--- src/rtl/inst_fetch_ctrl.sv ---
// Instruction fetch controller: PC sequencing, 2-entry FIFO to decode, and a
// round-robin arbiter sharing the single ROM read port with a debug reader.
module inst_fetch_ctrl #(
  parameter logic [31:0] RESET_PC = 32'h0000_0000
) (
  input  logic        Clk,
  input  logic        Clrn,
  output logic [31:0] MemAddr,
  input  logic [31:0] MemInst,
  output logic [31:0] Inst,
  output logic [31:0] InstPc,
  output logic        InstValid,
  input  logic        InstReady,
  input  logic        Redirect,
  input  logic [31:0] RedirectPc,
  input  logic        DbgReq,
  input  logic [31:0] DbgAddr,
  output logic        DbgGnt,
  output logic [31:0] DbgData,
  output logic        DbgValid
);

  localparam int unsigned DEPTH   = 2;
  localparam int unsigned CNT_W   = 2;
  localparam logic PRI_FETCH = 1'b0;
  localparam logic PRI_DBG   = 1'b1;

  logic [31:0]             pc_q, pc_d;
  logic [DEPTH-1:0][31:0]  buf_inst_q, buf_inst_d;
  logic [DEPTH-1:0][31:0]  buf_pc_q, buf_pc_d;
  logic                    head_q, head_d;
  logic [CNT_W-1:0]        count_q, count_d;
  logic                    pri_q, pri_d;
  logic [31:0]             dbg_data_q, dbg_data_d;
  logic                    dbg_valid_q, dbg_valid_d;

  logic fetch_req, dbg_gnt, fetch_gnt, push, pop, tail;
  logic unused_addr_bits;

  assign unused_addr_bits = ^{DbgAddr[1:0], RedirectPc[1:0]};

  // Arbitration and buffer control; fetch request depends only on registered count.
  always_comb begin
    fetch_req   = (count_q < CNT_W'(DEPTH));
    dbg_gnt     = DbgReq & (~fetch_req | (pri_q == PRI_DBG));
    fetch_gnt   = fetch_req & ~dbg_gnt;
    push        = fetch_gnt & ~Redirect;
    pop         = (count_q != '0) & InstReady & ~Redirect;
    tail        = head_q ^ count_q[0];

    pc_d        = pc_q;
    buf_inst_d  = buf_inst_q;
    buf_pc_d    = buf_pc_q;
    head_d      = head_q;
    count_d     = count_q;
    pri_d       = pri_q;
    dbg_data_d  = dbg_data_q;
    dbg_valid_d = dbg_gnt;

    if (dbg_gnt) begin
      pri_d      = PRI_FETCH;
      dbg_data_d = MemInst;
    end else if (fetch_gnt) begin
      pri_d = PRI_DBG;
    end

    if (push) begin
      buf_inst_d[tail] = MemInst;
      buf_pc_d[tail]   = pc_q;
      pc_d             = pc_q + 32'd4;
    end

    if (pop) begin
      head_d = ~head_q;
    end

    case ({push, pop})
      2'b10:   count_d = count_q + CNT_W'(1);
      2'b01:   count_d = count_q - CNT_W'(1);
      default: count_d = count_q;
    endcase

    // Redirect flushes the buffer; same-cycle fetch data and pop are dropped.
    if (Redirect) begin
      count_d = '0;
      pc_d    = {RedirectPc[31:2], 2'b00};
    end
  end

  always_ff @(posedge Clk) begin
    if (!Clrn) begin
      pc_q        <= {RESET_PC[31:2], 2'b00};
      head_q      <= 1'b0;
      count_q     <= '0;
      pri_q       <= PRI_FETCH;
      dbg_data_q  <= '0;
      dbg_valid_q <= 1'b0;
    end else begin
      pc_q        <= pc_d;
      head_q      <= head_d;
      count_q     <= count_d;
      pri_q       <= pri_d;
      dbg_data_q  <= dbg_data_d;
      dbg_valid_q <= dbg_valid_d;
    end
  end

  // Buffer payload needs no reset; count gates its visibility.
  always_ff @(posedge Clk) begin
    buf_inst_q <= buf_inst_d;
    buf_pc_q   <= buf_pc_d;
  end

  assign MemAddr   = dbg_gnt ? {DbgAddr[31:2], 2'b00} : {pc_q[31:2], 2'b00};
  assign DbgGnt    = dbg_gnt;
  assign InstValid = (count_q != '0);
  assign Inst      = buf_inst_q[head_q];
  assign InstPc    = buf_pc_q[head_q];
  assign DbgData   = dbg_data_q;
  assign DbgValid  = dbg_valid_q;

endmodule

--- config.mk ---
export PLATFORM = sky130hd
export DESIGN_NAME = inst_fetch_ctrl
export DESIGN_NICKNAME = d
export VERILOG_FILES = /design/src/rtl/inst_fetch_ctrl.sv
export SDC_FILE = /design/constraint.sdc
export NUM_CORES = 1
export LEC_CHECK = 0
export CAP_MARGIN = 10
export CORE_MARGIN = 2
export CORE_UTILIZATION = 48
export DETAILED_ROUTE_END_ITERATION = 8
export GPL_ROUTABILITY_DRIVEN = 0
export GPL_TIMING_DRIVEN = 0
export HOLD_SLACK_MARGIN = 0.02
export PLACE_DENSITY = 0.89
export SYNTH_ARGS = -nofsm -noshare
export SYNTH_HDL_FRONTEND = slang
export SYNTH_SLANG_ARGS = --single-unit
--- constraint.sdc ---
create_clock -name Clk -period 5.6 [get_ports Clk]
set_clock_uncertainty 0.05 [all_clocks]
set_input_delay 0.56 -clock Clk [delete_from_list [all_inputs] [get_ports Clk]]
set_output_delay 0.56 -clock Clk [all_outputs]
set_load 0.01 [all_outputs]
# After elaboration in Yosys (flattened, before gate mapping)
# Index checks and enable logic that the tools add are counted.
# word_totals
in_bits,101
elab_cells,50
ff_bits,197
output_inout_bits,131
# op_classes
magnitude_cmp,4
n_bitwise,12
n_eq_ne,2
n_reduce_logical,6
add_sub_neg,3
mux,12
# op_table
op,n
$mux W32,8
$bwmux W64,2
$add A32 B3 Y32 const B,1
$demux W32 S1,1
$reduce_bool A2 Y1,3
$and A1 B1 Y1,5
$not A1 Y1,5
$lt A1 B2 Y1 const B,2
$pmux W2 S2,1
$reduce_or A2 Y1,2
$add A2 B1 Y2 const B,1
$eq A2 B1 Y1 const B,1
$eq A2 B2 Y1 const B,1
$lt A2 B2 Y1 const B,1
$sub A2 B1 Y2 const B,1
$ge A1 B1 Y1 const B,1
$logic_and A1 B1 Y1,1
$or A1 B1 Y1,1
$xor A1 B1 Y1,1

# Logic depth before layout (Yosys ltp)
# logic_depth
depth_word,9
depth_mapped,7
depth_no_buf,6

# Least setup slack after synthesis
# Ideal clock, no wire load.
# synth_path
path_kind,input-to-reg
startpoint,in DbgReq
endpoint,"reg buf_inst_q[32] in the netlist's numbering, enable pin"
required_ns,5.068
setup_ns,0.482
path_buffers,1
stages,4
arrival_time_ns,3.924
setup_slack_ns,1.144
cell_sequence,a21oi_1 clkbuf_1 nand2_1 nor2_1
# synth_between
elab_chain_cells,4
# synth_lines
element,line_no,source
from (decl),16,"input logic DbgReq,"
$and A1 B1 Y1,45,dbg_gnt = DbgReq & (~fetch_req | (pri_q == PRI_DBG));
$not A1 Y1,46,fetch_gnt = fetch_req & ~dbg_gnt;
$and A1 B1 Y1,46,
$and A1 B1 Y1,47,push = fetch_gnt & ~Redirect;
to (signal assigned),110,buf_inst_q <= buf_inst_d;
to (decl),29,"logic [DEPTH-1:0][31:0] buf_inst_q, buf_inst_d;"
# No other way between the ends.
# A chain may end at the register's enable or synchronous reset.

# Final worst setup path
# layout_path
startpoint,in DbgReq
endpoint,out MemAddr[9]
# layout_between
elab_chain_cells,2
# layout_lines
element,line_no,source
$and A1 B1 Y1,45,
$mux W32,114,"assign MemAddr = dbg_gnt ? {DbgAddr[31:2], 2'b00} : {pc_q[31:2], 2'b00};"
to (decl),8,"output logic [31:0] MemAddr,"
# No other way between the ends.

==> flow_metrics.py <==
metrics = {
    "layout": {
        "areaGrowthSynthToFinish_pct": 39.6,
        "final_layout_size_suffix_gt1_share_pct": 11.1,
        "num_antenna_cells": 0,
        "fin_nets": 1033,
        "multi_input_area_um2": 2740,
        "regArea_um2": 5060,
        "n_fill_cell": 1215,
        "final_util_pct": 68.0,
        "design_area_um2": 11200,
    },
    "logic_synthesis": {
        "ys_types": 49,
        "avgSynthCellArea_um2": 11.7,
        "async_flop_share_pct": 0,
        "ys_seq_elements": 191,
        "ys.flop_type": "edfxtp_1",
        "synth_top_family_by_area": "simple AND/OR/NAND/NOR gates",
        "synth-adder-area-share_pct": 0.313,
        "synth_simple_gate_area_share_pct": 14.4,
        "synth_area_um2": 7990,
        "synthMuxAreaShare_pct": 8.86,
        "netlist_instances": 683,
        "yosysWarnings": 0,
        "synth_compound_area_share_pct": 9.21,
        "ys_seq_area_share_pct": 63.4,
        "synth_edf_count": 124,
        "synthXorXnorAreaFrac_pct": 1.21,
    },
    "setup_path": {
        "cp-start-kind": "primary input",
        "crit_fanout": 10,
        "crit_type": "in -> out",
        "cp.arrival_ps": 3520,
        "cp.required_ps": 4990,
        "critPathCaptureType": "output port",
    },
    "global_route": {
        "grt_max_degree": 63,
        "antenna_found_initial": 0,
        "overflow": 0,
        "track_usage_pct": 24.5,
        "first_global_vias": 6248,
        "grt_pass1_wl_um": 33100,
    },
    "routing": {
        "via_per_inst": 5.47,
        "vias": 6360,
        "wl_um": 21900,
        "wl_per_cell_um": 18.8,
        "drt_iter0_drc": 552,
        "antenna_left": 0,
        "drc": 0,
        "dr.pass1.iters": 5,
    },
    "min_path": {
        "hold_path_class": "reg -> reg",
    },
    "clocking": {
        "clk_latency_ps": 430,
        "ctsResizeCount": 0,
        "root_buffer": "clkbuf_16",
        "cts_hold_buf": 0,
        "numCtsBuffers": 17,
        "clock_path_buffers": 2,
        "htreeDepth": 4,
        "cts_tree": "built",
        "clkSlewWorstSetupHoldPaths_ps": 70,
        "cts_sinks": 191,
        "cts_setup_buffers": 0,
    },
    "timing": {
        "period_needed_ps": 4130,
        "maxSlewViolCount": 0,
        "hold_violations": 0,
        "final.period_utilization_pct": 73.7,
        "hold_slack_ps": 412,
        "worst_pin_slew_ps": 984,
        "fmax_mhz": 242,
        "setup_viol": 0,
        "rsz0062_at_grt": "no",
        "slew_headroom_pct": 34.4,
    },
    "floorplan": {
        "die_w_um": 133,
        "ios": 232,
        "die_y_um": 133,
        "dieArea_um2": 17700,
        "core_um2": 16400,
        "initial_utilization_pct": 48.7,
        "num_rows": 47,
    },
    "pwr": {
        "ir_drop_v": 0.000212,
        "p_total_mw": 3.33,
        "power.density_nw_per_um2": 299,
        "p_leak_nw": 3.89,
    },
    "place": {
        "port_buffers": 223,
        "place_hpwl_um": 15400,
        "place_area_um2": 10600,
    },
    "outcome": {
        "status": "finished clean",
    },
    "run": {
        "maxCapViolCount": 0,
    },
}
[layout make-up]
| class | instances | area share [%] |
|---|---|---|
| inverter | 7 | 0.236 |
| clock buffer | 18 | 3.85 |
| clock inverter | 14 | 1.39 |
| timing repair buffer | 225 | 20.4 |
| buffer | 44 | 1.63 |
| tap | 220 | 2.47 |
| sequential | 191 | 45.4 |
| multi-input combinational | 444 | 24.6 |
[stage by stage]
step / setup WS, ps / std cells / setup TNS [ps]
final: 1470 / 1163 / 0
after global placement: -1180 / 1129 / -72900
after CTS: 1480 / 1163 / 0
after global routing: 1320 / 1163 / 0
after detailed placement: 1490 / 1131 / 0
after floorplan: 1140 / 686 / 0
[layout by cell type (no fill, tap or decap), drive strengths merged, types with 3 or more instances in the layout]
cell type,netlist,routed
a31oi,13,13
xor2,5,5
a21oi,6,6
clkdlybuf4s50,0,223
and2,4,4
nor2,14,14
mux2,62,62
nand2,166,166
nand4,11,11
clkinvlp,0,4
and4,3,3
and3,7,7
inv,7,13
buf,7,9
a211oi,8,8
nand3,14,14
dfxtp,67,67
a21boi,31,31
nor3,4,4
or3,10,10
or4,11,11
edfxtp,124,124
conb,1,4
o21ai,32,32
o31ai,8,8
clkbuf,37,55
or2,3,3
xnor2,6,6
[registers in the layout (all words and copies together) (netlist names)]
name and flops:
DbgData 32, buf_inst_q 64, DbgValid 1, pc_q 30, buf_pc_q 60, head_q 1
count_q 2, pri_q 1
[logic make-up (layout without fill, tap and decap cells)]
logic type      Yosys count  after routing
simple gates            254            254
xor+xnor                 11             11
other cells               1              4
fa+ha+maj                 2              2
mux                      63             63
compound gates          110            110
buf+inv                  51            308
flops                   191            191
[Yosys cell counts (11+ instances only)]
| library cell | n | share of area [%] |
|---|---|---|
| mux2_2 | 62 | 8.7 |
| a31oi_1 | 13 | 1.0 |
| a21boi_0 | 31 | 2.9 |
| o21ai_0 | 31 | 1.9 |
| edfxtp_1 | 124 | 47 |
| or4_1 | 11 | 1.0 |
| dfxtp_1 | 67 | 17 |
| clkbuf_1 | 37 | 1.7 |
| nand2_1 | 166 | 7.8 |
| nor2_1 | 14 | 0.66 |
| nand3_1 | 14 | 0.88 |
[where the power goes]
group / internal (mW) / total, mW / switching (mW)
registers: 1.59 / 1.64 / 0.0516
clock network: 0.666 / 1.21 / 0.543
logic: 0.259 / 0.482 / 0.223
total: 2.52 / 3.33 / 0.817
[metal layers]
metal / up-vias / share of wire, % / track usage (%)
li1: 2983 / - / -
met1: 3011 / 39 / 29.9
met2: 322 / 52 / 43.0
met3: 44 / 6.6 / 4.48
met4: 0 / 2.2 / 9.98
met5: - / 0 / 0
[critical path, cell delays in order]
cell	delay, ps
clkdlybuf4s50_1	520
o21ai_1	300
inv_1	190
clkbuf_1	490
clkbuf_1	600
nand2_1	160
o21ai_0	130
clkdlybuf4s50_1	580
[final timing paths]
check             start             end  slack, ps  depth (start not counted)
max              DbgReq      MemAddr[9]       1470                          8
min          DbgData[0]      DbgData[0]        410                          2
max reg2reg  count_q[1]  buf_inst_q[44]       2680                          6
min reg2reg  DbgData[0]      DbgData[0]        410                          2
Power figures use the tool's default switching activity.
